==> config.mk <==
export PLATFORM = sky130hd
export DESIGN_NAME = mult
export DESIGN_NICKNAME = d
export VERILOG_FILES = /design/src/rtl/mult.sv
export SDC_FILE = /design/constraint.sdc
export NUM_CORES = 1
export LEC_CHECK = 0
export BUFFER_PORTS_ARGS = -buffer_cell sky130_fd_sc_hd__buf_2
export CAP_MARGIN = 20
export CORE_UTILIZATION = 66
export DETAILED_ROUTE_END_ITERATION = 8
export PLACE_DENSITY_LB_ADDON = 0.1
export RECOVER_POWER = 25
export SYNTH_ARGS = -nofsm -noshare
export SYNTH_HDL_FRONTEND = slang
export SYNTH_SLANG_ARGS = --single-unit
==> constraint.sdc <==
create_clock -name clk -period 14.2 [get_ports clk]
set_clock_uncertainty 0.2 [all_clocks]
set_input_delay 2.13 -clock clk [delete_from_list [all_inputs] [get_ports clk]]
set_output_delay 2.13 -clock clk [all_outputs]
set_load 0.05 [all_outputs]
==> src/rtl/mult.sv <==
// ============================================================================
//  Module      : mult
//  Description : Sequential radix-2 shift-add multiplier for the MIPS HI/LO
//                unit (MULT / MULTU). Multiplies operand magnitudes, then
//                applies the sign to the 64-bit product on completion.
//                Optional build macro MULT_EARLY_TERM_EN: leave the
//                iteration loop as soon as the remaining multiplier is zero.
//  Revision    : 1.0 - initial release
// ============================================================================
`default_nettype none
`timescale 1ns/1ps

module mult #(
    parameter int WIDTH = 32
) (
    input  logic             clk,
    input  logic             rst,
    input  logic             start,
    input  logic             signmul,
    input  logic [WIDTH-1:0] a,
    input  logic [WIDTH-1:0] b,
    output logic [WIDTH-1:0] hi,
    output logic [WIDTH-1:0] lo,
    output logic             busy,
    output logic             done
);

    localparam int                 c_CNT_W = $clog2(WIDTH) + 1;
    localparam logic [c_CNT_W-1:0] c_LAST  = c_CNT_W'(WIDTH - 1);

    localparam logic [1:0] c_IDLE   = 2'd0;
    localparam logic [1:0] c_BUSY   = 2'd1;
    localparam logic [1:0] c_FINISH = 2'd2;

    logic [1:0]         r_state;
    logic [1:0]         w_state_nxt;
    logic               w_load;
    logic               w_iterate;
    logic               w_finish;

    logic [2*WIDTH-1:0] r_mcand;
    logic [WIDTH-1:0]   r_mplier;
    logic [2*WIDTH-1:0] r_acc;
    logic [c_CNT_W-1:0] r_cnt;
    logic               r_neg;
    logic [WIDTH-1:0]   r_hi;
    logic [WIDTH-1:0]   r_lo;
    logic               r_done;

    logic [WIDTH-1:0]   w_mag_a;
    logic [WIDTH-1:0]   w_mag_b;
    logic [2*WIDTH-1:0] w_result;

    // Magnitudes: 0x80000000 negates to itself, which read unsigned is 2^31.
    assign w_mag_a  = (signmul && a[WIDTH-1]) ? (~a) + WIDTH'(1) : a;
    assign w_mag_b  = (signmul && b[WIDTH-1]) ? (~b) + WIDTH'(1) : b;
    assign w_result = r_neg ? (~r_acc) + (2*WIDTH)'(1) : r_acc;

    // State register.
    always_ff @(posedge clk or posedge rst) begin
        if (rst) begin
            r_state <= c_IDLE;
        end else begin
            r_state <= w_state_nxt;
        end
    end

    // Next-state decode and datapath strobes.
    always_comb begin
        w_state_nxt = r_state;
        w_load      = 1'b0;
        w_iterate   = 1'b0;
        w_finish    = 1'b0;
        case (r_state)
            c_IDLE: begin
                if (start) begin
                    w_load      = 1'b1;
                    w_state_nxt = c_BUSY;
                end
            end
            c_BUSY: begin
`ifdef MULT_EARLY_TERM_EN
                // No set bits left in the multiplier: acc already holds the product.
                if (r_mplier == '0) begin
                    w_state_nxt = c_FINISH;
                end else begin
                    w_iterate = 1'b1;
                    if (r_cnt == c_LAST) begin
                        w_state_nxt = c_FINISH;
                    end
                end
`else
                w_iterate = 1'b1;
                if (r_cnt == c_LAST) begin
                    w_state_nxt = c_FINISH;
                end
`endif
            end
            c_FINISH: begin
                w_finish    = 1'b1;
                w_state_nxt = c_IDLE;
            end
            default: begin
                w_state_nxt = c_IDLE;
            end
        endcase
    end

    // Operand capture, shift-add iteration and result publication.
    always_ff @(posedge clk or posedge rst) begin
        if (rst) begin
            r_mcand  <= '0;
            r_mplier <= '0;
            r_acc    <= '0;
            r_cnt    <= '0;
            r_neg    <= 1'b0;
            r_hi     <= '0;
            r_lo     <= '0;
            r_done   <= 1'b0;
        end else begin
            r_done <= w_finish;
            if (w_load) begin
                r_mcand  <= {{WIDTH{1'b0}}, w_mag_a};
                r_mplier <= w_mag_b;
                r_neg    <= signmul & (a[WIDTH-1] ^ b[WIDTH-1]);
                r_acc    <= '0;
                r_cnt    <= '0;
            end
            if (w_iterate) begin
                if (r_mplier[0]) begin
                    r_acc <= r_acc + r_mcand;
                end
                r_mcand  <= {r_mcand[2*WIDTH-2:0], 1'b0};
                r_mplier <= {1'b0, r_mplier[WIDTH-1:1]};
                r_cnt    <= r_cnt + c_CNT_W'(1);
            end
            if (w_finish) begin
                r_hi <= w_result[2*WIDTH-1:WIDTH];
                r_lo <= w_result[WIDTH-1:0];
            end
        end
    end

    assign hi   = r_hi;
    assign lo   = r_lo;
    assign done = r_done;
    assign busy = (r_state != c_IDLE);

endmodule

`default_nettype wire

* Word-level counts from Yosys, hierarchy flattened
Index checks and enable logic that the tools add are counted.
** Word-level totals
- ROM bits :: 0
- Bits in latches :: 0
- Output and inout port bits :: 66
- Bits in registers :: 234
- Word-level logic and storage cells :: 49
- Memories :: 0
- RAM bits :: 0
- Bits of input ports :: 68
** Cells by class
- Reduce and logical (&&, ||, !) cells :: 6
- Multiply operators :: 0
- Order comparisons :: 0
- Shift-type cells :: 0
- Add/subtract/negate cells :: 5
- Equal/unequal tests :: 5
- Muxes and demuxes :: 19
- Divide/modulo/power cells :: 0
- Bitwise logic cells :: 5
** Operators by type and width (number)
- $mux W64 :: 6
- $mux W32 :: 4
- $add A32 B1 Y32 const B :: 2
- $add A64 B1 Y64 const B :: 1
- $add A64 B64 Y64 :: 1
- $not A32 Y32 :: 2
- $not A64 Y64 :: 1
- $mux W6 :: 2
- $add A6 B1 Y6 const B :: 1
- $eq A6 B5 Y1 const B :: 1
- $mux W1 :: 4
- $mux W2 :: 2
- $ne A2 B2 Y1 const B :: 2
- $pmux W2 S2 :: 1
- $reduce_bool A2 Y1 :: 2
- $eq A2 B1 Y1 const B :: 1
- $eq A2 B2 Y1 const B :: 1
- $logic_and A1 B1 Y1 :: 2
- $logic_not A2 Y1 :: 1
- $reduce_and A2 Y1 :: 1
- $and A1 B1 Y1 :: 1
- $xor A1 B1 Y1 :: 1

* Longest topological paths before layout
- Depth after elaboration :: 5
- Mapped depth :: 13
- Gate-level depth less buffers :: 13

* Least setup slack after synthesis
Ideal clock, no wire load.
- Kind :: input port to flip-flop
- From :: input b[8]
- To :: register r_mplier[29]
- Setup slack :: 9.413 ns
- Arrival :: 4.454 ns
- Cell stages on the path :: 10
- Data required time :: 13.867 ns
- Cell sequence :: nor3_1 > nand2_1 > or4_1 > or3_1 > or3_1 > nor3_1 > nand2_1 > o41ai_1 > xor2_1 > o21ai_0
** Between the ends
- Longest elaborated chain between the ends :: 5
** RTL lines
- from (decl) :: RTL line 21 : input logic [WIDTH-1:0] b,
- $not A32 Y32 :: RTL line 56 : assign w_mag_b = (signmul && b[WIDTH-1]) ? (~b) + WIDTH'(1) : b;
- $add A32 B1 Y32 :: RTL line 56
- $mux W32 :: RTL line 56
- $mux W32 :: RTL line 122 : if (w_load) begin
- $mux W32 :: RTL line 129 : if (w_iterate) begin
- to (signal assigned) :: RTL line 124 : r_mplier <= w_mag_b;
- to (signal assigned) :: RTL line 134 : r_mplier <= {1'b0, r_mplier[WIDTH-1:1]};
- to (decl) :: RTL line 42 : logic [WIDTH-1:0] r_mplier;
No other way between the ends. The select of a mux whose other input is x is not followed.
A chain may end at the register's enable or synchronous reset.

==> metrics.txt <==
final hold violation count 0; Die Ht ~150 microns; ranking of synthesized cells by area dfrtp_1, o21ai_0, nand2_1; Post-CTS Setup Bufs 0; die area approximately 0.023 sq mm; slew margin rel. -156%; MaxCap Viol Count 5; HP Start hi[12]; H-tree Lvls 1; dpl hpwl ~26,000 microns; EDFF count, synth 0; clk_lat worst skew 0.53 ns; Pwr Density a little under 200 mW/mm^2; antenna violations before repair 0; root buffer cell clkbuf_16; Main synth FF type dfrtp_1; syn nets between 1,500 and 2,000; Overall Global Routing Usage between 30% and 40%; mux contribution to synthesized area less than 1%; buffers added on ports ~130; Adder-Cell Fraction of Synth Area roughly 5.8%; status finished, violations left; count of pins over their slew limit ~370; Via density between 6 and 7; Initial Util about two thirds; Worst-path clk slew 0.06 ns; fin worst setup slack approximately 6.3 ns; Critical Path RT roughly 14 ns; Yosys cell types just over 60; Worst Max-Slew Pin Slew between 3 and 4 ns; clock sinks 234; row count 54; Synth Area in XOR/XNOR about a tenth; Area growth syn-to-layout 10.2%; antenna-violating nets left 0; Place WS about 8.9 ns; post-synth top area cell dfrtp_1; nets@finish 1,943; post_cts resized 0; Inserted Clock Buffers 26; RePlAce Congestion between 0.9 and 1; first-pass iteration count of the detailed router 7; Yosys reg bits between 200 and 250; DR iter-0 viols ~1,000; vias in the first global route 12,400; failing checks design-rule violations, max-capacitance violations, max-slew violations; Core Region 0.0220 sq mm; count leader, synth o21ai_0; largest net degree at the start of global routing 101; top cell type's share of synthesized area approximately two fifths; CTS Hold Bufs 0; total power about 3.2 mW; global-route wire length before repair roughly 60,000 microns; Simple-Gate Fraction of Synth Area approximately 16%; main combinational cell family by area after synthesis compound AO/OA/AOI/OAI gates; Setup TNS Final 0 ns; worst min path class reg -> reg; kind of critical path in -> async; Setup crit end kind async pin; Post-synth top cells o21ai_0, nand2_1, dfrtp_1; layout cells sized above 1 between 10% and 20%; # setup viols final 0; Post-Syn Instances approximately 1,700; Critical Path Source rst; final period utilization 55.4%; Setup crit start kind input port; DR vias around 13,000; Seq/Total Area, Yosys approximately two fifths; Tmin final ~7.9 ns; total global routing overflow 0; CTS tree done; syn avg cell area 8.56 sq um; DRC 14; worst path arrival time approximately 7.4 ns; Die Wd between 150 and 200 microns; post-synthesis cell area between 0.01 and 0.015 sq mm; WL/cell between 15 and 20 microns; filler instances 1,633; RSZ-0062 raised after global routing false; I/O Pins 134; YS warnings 0; worst vdd ir around 0.096 mV; Routed WL approximately 37,000 microns; final core utilization 74.8%; Static Leakage approximately 7.4 nW; Crit Path Max Fanout 84; worst hold margin 0.271 ns; Max Freq ~130 MHz; Reg2Reg Launch Point r_state[0]; complex-gate fraction of the synthesized area 24.7%; Bufs on Longest Clock Path 3; Async S/R FF share, synth 100%
## logic make-up (layout without fill, tap and decap cells)
logic type / Yosys count / in the layout
DFF: 234 / 234
xor gates and xnor gates: 180 / 180
adders and majority gates: 68 / 68
buffers and inverters: 131 / 217
and+or+nand+nor: 513 / 513
other: 0 / 1
muxes: 2 / 2
AOI/OAI and AO/OA: 612 / 612
## through the flow
step,cell area [sq um],cells
after floorplan,14900,1740
after global placement,15600,2057
after detailed placement,15600,2057
after CTS,16400,2104
after global routing,16400,2106
final,16400,2107
## power breakdown
part / internal, mW / switching [mW] / total [mW]
Combinational: 0.571 / 0.885 / 1.46
Clock: 0.390 / 0.273 / 0.663
Sequential: 0.848 / 0.226 / 1.07
Total: 1.81 / 1.38 / 3.19
## metal layers
layer	vias to the layer above	share of wire [%]	track usage [%]
met2	493	46	51.7
met5	-	0	0
met4	0	3.0	10.6
li1	6382	-	-
met1	6277	45	45.1
met3	71	6.8	4.78
## layout make-up
type | count | area (sq um) | area share (%)
Antenna cell | 1 | 2.50 | 0.0152
Multi-Input combinational cell | 1375 | 8520 | 51.9
Inverter | 26 | 98.8 | 0.602
Timing Repair Buffer | 144 | 742 | 4.52
Tap cell | 280 | 350 | 2.13
Clock inverter | 11 | 86.3 | 0.526
Sequential cell | 234 | 5860 | 35.7
Clock buffer | 36 | 759 | 4.63
## flip-flops by register name (all words and copies together), names as in the netlist
signal / cells
done: 1
r_neg: 1
r_state: 2
hi: 32
r_mplier: 32
r_mcand: 64
r_acc: 64
lo: 32
r_cnt: 6
## cell usage in the layout (no fill, tap or decap), drive strengths merged, types with 4 or more instances in the layout
master,netlist,routed
o21ai,299,299
nand2,284,284
dfrtp,234,234
buf,8,139
xor2,119,119
a21oi,91,91
ha,67,67
xnor2,61,61
nor2,61,61
a22oi,59,59
a21o,42,42
clkbuf,97,41
o31ai,33,33
nand3,31,31
inv,26,25
nand4,24,24
nor3,22,22
or3,19,19
o41ai,17,17
nor4,16,16
o21bai,13,13
nand2b,13,13
a31oi,10,10
clkinv,0,9
and3,8,8
a21boi,8,8
and2,8,8
nor2b,8,8
or4,7,7
nand3b,6,6
o21a,5,5
a211oi,4,4
or2,4,4
## final timing paths
| kind | endpoint | slack, ns | cells after the start |
|---|---|---|---|
| hold reg to reg | hi[12] | 0.27 | 2 |
| setup reg to reg | hi[20] | 9.57 | 3 |
| hold / removal | hi[12] | 0.27 | 2 |
| setup / recovery | hi[31] | 6.34 | 4 |
| max in group clk | r_mplier[29] | 9.31 | 11 |
| min in group asynchronous | r_state[0] | 2.44 | 2 |
## critical path: stages
cell and delay [ns]:
buf_2 0.10, clkinvlp_2 1.98, clkbuf_1 0.41, clkbuf_1 2.74
Power figures use the tool's default switching activity.
